`config.mk`:
```
export PLATFORM = sky130hd
export DESIGN_NAME = interp_eval
export DESIGN_NICKNAME = d
export VERILOG_FILES = /design/src/rtl/gpu_pkg.sv /design/src/rtl/attr_clamp.sv /design/src/rtl/interp_eval.sv
export SDC_FILE = /design/constraint.sdc
export NUM_CORES = 2
export LEC_CHECK = 0
export ABC_CLOCK_PERIOD_IN_PS = 7200
export CORE_MARGIN = 2
export CORE_UTILIZATION = 48
export CTS_CLUSTER_DIAMETER = 150
export DETAILED_ROUTE_END_ITERATION = 10
export PLACE_DENSITY_LB_ADDON = 0.05
export SETUP_SLACK_MARGIN = 0.15
export SYNTH_ARGS = -nofsm -noshare
export SYNTH_HDL_FRONTEND = slang
export SYNTH_SLANG_ARGS = --single-unit
```
`constraint.sdc`:
```
create_clock -name clk -period 7.2 [get_ports clk]
set_input_delay 2.16 -clock clk [delete_from_list [all_inputs] [get_ports clk]]
set_output_delay 2.16 -clock clk [all_outputs]
set_load 0.1 [all_outputs]
```
`src/rtl/gpu_pkg.sv`:
```
// Types and constants shared by the triangle setup interpolator and its consumers.
package gpu_pkg;

  localparam int COEF_W    = 24;  // plane coefficient width, two's complement
  localparam int COEF_FRAC = 6;   // fractional bits carried by cx/cy/cs
  localparam int COORD_W   = 12;  // unsigned screen coordinate width

  // Span evaluator sequencing: multiply, sum the row start, then step per pixel.
  typedef enum logic [1:0] {
    IDLE = 2'd0,
    MUL  = 2'd1,
    SUM  = 2'd2,
    RUN  = 2'd3
  } eval_state_t;

  // Plane equation s(x,y) = cx*x + cy*y + cs for one attribute.
  typedef struct packed {
    logic signed [COEF_W-1:0] cx;
    logic signed [COEF_W-1:0] cy;
    logic signed [COEF_W-1:0] cs;
  } span_coef_t;

endpackage

```
`src/rtl/attr_clamp.sv`:
```
// Converts a fixed-point attribute accumulator to an unsigned saturated output.
// Combinational; one instance per attribute channel.
module attr_clamp #(
  parameter int ACCW = 40,
  parameter int FRAC = 6,
  parameter int OUTW = 8
) (
  input  logic signed [ACCW-1:0] acc,
  output logic        [OUTW-1:0] s
);

  logic signed [ACCW-1:0] int_part;

  // Floor to integer, then saturate to [0, 2^OUTW-1].
  always_comb begin
    int_part = acc >>> FRAC;
    if (int_part[ACCW-1]) begin
      s = '0;
    end else if (|int_part[ACCW-2:OUTW]) begin
      s = '1;
    end else begin
      s = int_part[OUTW-1:0];
    end
  end

endmodule

```
`src/rtl/interp_eval.sv`:
```
// Span evaluator: computes the row start of a plane equation once with two
// multiplies, then walks the span left to right adding cx per pixel and emits
// clamped attribute values under valid/ready flow control.
module interp_eval
  import gpu_pkg::*;
#(
  parameter int CW   = COEF_W,
  parameter int FRAC = COEF_FRAC,
  parameter int XW   = COORD_W,
  parameter int OUTW = 8,
  parameter int ACCW = 40
) (
  input  logic            clk,
  input  logic            rst_n,
  input  logic            span_valid,
  output logic            span_ready,
  input  logic [XW-1:0]   span_x0,
  input  logic [XW-1:0]   span_x1,
  input  logic [XW-1:0]   span_y,
  input  logic [CW-1:0]   span_cx,
  input  logic [CW-1:0]   span_cy,
  input  logic [CW-1:0]   span_cs,
  output logic            pix_valid,
  input  logic            pix_ready,
  output logic [XW-1:0]   pix_x,
  output logic [XW-1:0]   pix_y,
  output logic [OUTW-1:0] pix_s,
  output logic            pix_last
);

  // Signed coefficient times zero-extended coordinate.
  localparam int PW = CW + XW + 1;

  eval_state_t            state_q, state_d;
  span_coef_t             coef_q, coef_d;
  logic [XW-1:0]          x0_q, x0_d;
  logic [XW-1:0]          x1_q, x1_d;
  logic [XW-1:0]          y_q, y_d;
  logic signed [ACCW-1:0] px_q, px_d;
  logic signed [ACCW-1:0] py_q, py_d;
  logic signed [ACCW-1:0] acc_q, acc_d;
  logic                   span_ready_q, span_ready_d;
  logic                   pix_valid_q, pix_valid_d;
  logic                   pix_last_q, pix_last_d;
  logic [XW-1:0]          pix_x_q, pix_x_d;
  logic [XW-1:0]          pix_y_q, pix_y_d;
  logic [OUTW-1:0]        pix_s_q, pix_s_d;

  logic signed [PW-1:0]   prod_x;
  logic signed [PW-1:0]   prod_y;
  logic signed [ACCW-1:0] cs_ext;
  logic signed [ACCW-1:0] cx_ext;
  logic [OUTW-1:0]        s_next;

  // Row-start products and sign-extended coefficients from the latched span.
  always_comb begin
    prod_x = $signed(coef_q.cx) * $signed({1'b0, x0_q});
    prod_y = $signed(coef_q.cy) * $signed({1'b0, y_q});
    cs_ext = {{(ACCW-CW){coef_q.cs[CW-1]}}, coef_q.cs};
    cx_ext = {{(ACCW-CW){coef_q.cx[CW-1]}}, coef_q.cx};
  end

  // The clamped value follows the next accumulator so pix_s is a plain register.
  attr_clamp #(
    .ACCW (ACCW),
    .FRAC (FRAC),
    .OUTW (OUTW)
  ) u_clamp (
    .acc (acc_d),
    .s   (s_next)
  );

  // Next-state and next-output logic for the span sequencer.
  always_comb begin
    state_d     = state_q;
    coef_d      = coef_q;
    x0_d        = x0_q;
    x1_d        = x1_q;
    y_d         = y_q;
    px_d        = px_q;
    py_d        = py_q;
    acc_d       = acc_q;
    pix_valid_d = pix_valid_q;
    pix_last_d  = pix_last_q;
    pix_x_d     = pix_x_q;
    pix_y_d     = pix_y_q;

    case (state_q)
      IDLE: begin
        if (span_valid && span_ready_q) begin
          coef_d.cx = span_cx;
          coef_d.cy = span_cy;
          coef_d.cs = span_cs;
          x0_d      = span_x0;
          x1_d      = span_x1;
          y_d       = span_y;
          state_d   = MUL;
        end
      end
      MUL: begin
        px_d    = {{(ACCW-PW){prod_x[PW-1]}}, prod_x};
        py_d    = {{(ACCW-PW){prod_y[PW-1]}}, prod_y};
        state_d = SUM;
      end
      SUM: begin
        acc_d   = cs_ext + px_q + py_q;
        pix_x_d = x0_q;
        pix_y_d = y_q;
        if (x1_q < x0_q) begin
          state_d = IDLE;
        end else begin
          state_d     = RUN;
          pix_valid_d = 1'b1;
          pix_last_d  = (x0_q == x1_q);
        end
      end
      RUN: begin
        if (pix_ready) begin
          if (pix_last_q) begin
            state_d     = IDLE;
            pix_valid_d = 1'b0;
            pix_last_d  = 1'b0;
          end else begin
            // Last pixel is detected before incrementing, so x never wraps.
            pix_x_d    = pix_x_q + 1'b1;
            acc_d      = acc_q + cx_ext;
            pix_last_d = (pix_x_d == x1_q);
          end
        end
      end
      default: state_d = IDLE;
    endcase

    pix_s_d      = s_next;
    span_ready_d = (state_d == IDLE);
  end

  // State and output registers; reset aborts any span in progress.
  always_ff @(posedge clk or negedge rst_n) begin
    if (!rst_n) begin
      state_q      <= IDLE;
      coef_q       <= '0;
      x0_q         <= '0;
      x1_q         <= '0;
      y_q          <= '0;
      px_q         <= '0;
      py_q         <= '0;
      acc_q        <= '0;
      span_ready_q <= 1'b1;
      pix_valid_q  <= 1'b0;
      pix_last_q   <= 1'b0;
      pix_x_q      <= '0;
      pix_y_q      <= '0;
      pix_s_q      <= '0;
    end else begin
      state_q      <= state_d;
      coef_q       <= coef_d;
      x0_q         <= x0_d;
      x1_q         <= x1_d;
      y_q          <= y_d;
      px_q         <= px_d;
      py_q         <= py_d;
      acc_q        <= acc_d;
      span_ready_q <= span_ready_d;
      pix_valid_q  <= pix_valid_d;
      pix_last_q   <= pix_last_d;
      pix_x_q      <= pix_x_d;
      pix_y_q      <= pix_y_d;
      pix_s_q      <= pix_s_d;
    end
  end

  assign span_ready = span_ready_q;
  assign pix_valid  = pix_valid_q;
  assign pix_last   = pix_last_q;
  assign pix_x      = pix_x_q;
  assign pix_y      = pix_y_q;
  assign pix_s      = pix_s_q;

endmodule

```
==> run_results.csv <==
group,metric,value,unit
synth,yosys.area.top_type,"fa_1",
synth,synth_most_common_cell,"inv_1",
synth,synth_edf_count,0,
clock_network,cts_tree,"done",
critical_path,cp.required,7610,ps
critical_path,crit_path_start,"y_q[1]$_DFFE_PN0P_",
critical_path,crit_buf_inv,4,
critical_path,slowest_delay,820,ps
global_routing,grt.total_usage,26.9,%
power_and_ir_drop,p_per_area,99.8,nW/um2
global_routing,grt_pass1_vias,28200,
synth,synth_top_area_share,30.7,%
clock_network,postCtsSetupBuffers,0,
placed_design,place_congestion,0.874,
critical_path,crit_fanout,26,
clock_network,cts_root_buffer,"clkbuf_16",
timing,slew_violations,0,
critical_path,crit_slowest_cell,"dfrtp_1",
synth,avgSynthCellArea,9.10,um2
synth,synthCells,3974,
detailed_routing,routed_wl,101000,um
detailed_routing,dr.pass1.iters,5,
timing,hold_viol,0,
power_and_ir_drop,ir_drop,0.151,mV
detailed_routing,wire_per_inst,20.0,um
critical_path,end_kind,"register",
critical_path,reg2reg_slack,560,ps
run,maxCapViolCount,0,
synth,ys_types,95,
synth,syn-cell-area,36200,um2
critical_path,r2r-start,"y_q[1]$_DFFE_PN0P_",
clock_network,cts.sinks,259,
synth,synth_common_cells,"714 x inv_1, 562 x nand2_1, 555 x fa_1",
global_routing,grt_max_degree,106,
synth,yosysWarnings,0,
global_routing,antenna_found_initial,1,
timing,setup_viol,0,
timing,fin_crit,6640,ps
critical_path,critPathLaunchType,"register",
timing,tns,0,ps
global_routing,overflow,0,
detailed_routing,drtIter0Drc,1506,
timing,timing.final.crit_share,92.2,%
synth,ys_ff_latch,259,
hold_path,hp-start,"pix_y[7]$_DFFE_PN0P_",
global_routing,grt_pass1_wl,162000,um
clock_network,clk_latency,570,ps
finish,fin_nets,4948,
detailed_routing,vias,26900,
die,io_pins,147,
critical_path,crit_family,"adder cells",
critical_path,crit_arrival,7050,ps
synth,yosys-top-cells-area,"fa_1 31%, dfrtp_1 18%, ha_1 8.8%",
timing,tightest_slew,1020,ps
timing,relSlewSlack,32.0,%
clock_network,path_clk_slew,60,ps
critical_path,path_cells,"nand2_1 > fa_1 > fa_1 > inv_1 > fa_1 > inv_1 > fa_1 > fa_1 > inv_1 > ha_1 > inv_1 > o21bai_1 > a21oi_1 > o2bb2ai_1 > o31a_1 > a31oi_1 > a211o_1 > a2111oi_0 > o41ai_1 > xnor2_1 > o21ai_0",
synth,async_reset_ff_share,100,%
die,row_count,100,
clock_network,ctsHtreeMaxLevel,2,
detailed_routing,drc_errors,0,
die,die-area,77500,um2
timing,max_freq,151,MHz
status,outcome,"complete, no violations",
die,core_area,74600,um2
detailed_routing,vias_per_cell,5.35,
synth,synthesis.nets,4896,
clock_network,cts_buffer_depth,3,
placed_design,hpwl,81200,um
finish,area_growth,10.2,%
timing,rsz0062_at_grt,"false",
placed_design,port_buffers,146,
hold_path,hold_path_class,"reg2reg",
die,start_util,48.5,%
power_and_ir_drop,power.leakage,20.5,nW
timing,whs,471,ps
die,die_x,278,um
critical_path,critPathKind,"reg2reg",
detailed_routing,antenna_left,0,
clock_network,cts_made_buffers,37,
synth,synth_flop_cell,"dfrtp_1",
die,chipHeight,278,um
synth,ys_seq_area_share,17.9,%
timing,finClkSkew,20.6,ps
critical_path,cpMostUsedCell,"fa_1",
finish,drive_gt1_share,6.59,%
## tightest hold or removal path, delay by kind of cell (launching register included)
kind	cells	cell delay (ps)
DFF	1	330
and+or+nand+nor	2	100
## cells by family (layout without fill, tap and decap cells)
logic type / after synthesis / in the layout / share of synthesized area [%]
buffers and inverters: 907 / 986 / 9.48
XOR/XNOR: 142 / 142 / 3.44
other: 0 / 1 / 0
AND/OR/NAND/NOR: 1125 / 1125 / 15.0
multiplexers: 116 / 116 / 3.58
adder cells (fa/ha/maj): 810 / 810 / 39.5
flip-flops: 259 / 259 / 17.9
AO/OA/AOI/OAI: 615 / 615 / 11.0
## path summary, 6_finish.rpt
path                                                to  cells after the start
worst max-delay path              py_q[36]$_DFFE_PN0P_                     21
min in group asynchronous          x0_q[0]$_DFFE_PN0P_                      1
worst max register to register    py_q[36]$_DFFE_PN0P_                     21
max in group asynchronous       coef_q[27]$_DFFE_PN0P_                      2
worst min register to register    pix_y[7]$_DFFE_PN0P_                      2
worst min-delay path              pix_y[7]$_DFFE_PN0P_                      2
## per-stage QoR
step	std cells	setup slack, ps	total power (W)	cell area [um2]	util [%]
2_1_floorplan	3974	1230	0.00188	36200	-
3_3_place_gp	4956	572	0.00208	38600	51.7
3_5_place_dp	4956	523	0.00209	38600	51.7
4_1_cts	5022	528	0.00403	39800	53.4
5_1_grt	5022	156	0.00413	39800	53.4
6_report	5023	559	0.00397	39800	53.4
## routing by layer
| layer | wire (um) | GRT usage [%] | vias to the layer above |
|---|---|---|---|
| li1 | - | - | 12700 |
| met2 | 48800 | 46.1 | 573 |
| met4 | 2620 | 6.73 | 0 |
| met3 | 4350 | 2.98 | 112 |
| met1 | 45000 | 36.6 | 13500 |
| met5 | 0 | 0 | - |
## report_power, final
| group | internal, W | total [W] | leakage, nW | switching (W) |
|---|---|---|---|---|
| clock | 0.00116 | 0.00191 | 0.611 | 0.000755 |
| combinational | 0.000183 | 0.000517 | 16.4 | 0.000334 |
| sequential | 0.00150 | 0.00155 | 3.45 | 0.0000483 |
| total | 0.00284 | 0.00397 | 20.5 | 0.00114 |
## layout by cell type (no fill, tap or decap), drive strengths merged, types with 29 or more instances in the layout
cell / instances
inv: 714
nand2: 562
fa: 555
and2: 267
dfrtp: 258
ha: 255
a21oi: 177
o21ai: 156
clkdlybuf4s50: 145
mux2: 108
nor2: 80
xnor2: 80
a21o: 74
xor2: 62
buf: 61
clkbuf: 53
nand3: 38
nor3: 32
nand4: 30
o21bai: 29
## area by class of cell
type                       instances  area (um2)
clock inverter                    13         160
fill                            6941       34700
sequential                       259        6480
multi-input combinational       2808       26300
inverter                         714        2680
timing repair buffer             206        1930
antenna                            1        2.50
tap                              969        1210
clock buffer                      53        1090
## flip-flops by register name (all words and copies together) (netlist names), 2 cells and up
register / flops
coef_q: 72
acc_q: 40
px_q: 37
py_q: 37
pix_x: 12
pix_y: 12
x0_q: 12
x1_q: 12
y_q: 12
pix_s: 8
state_q: 2
## what timing repair did
item,CTS,global route
hold buffers,0,0
resized for setup,0,3
endpoints found under the setup margin,0,2
No activity file was read; power rests on OpenSTA's default activity.
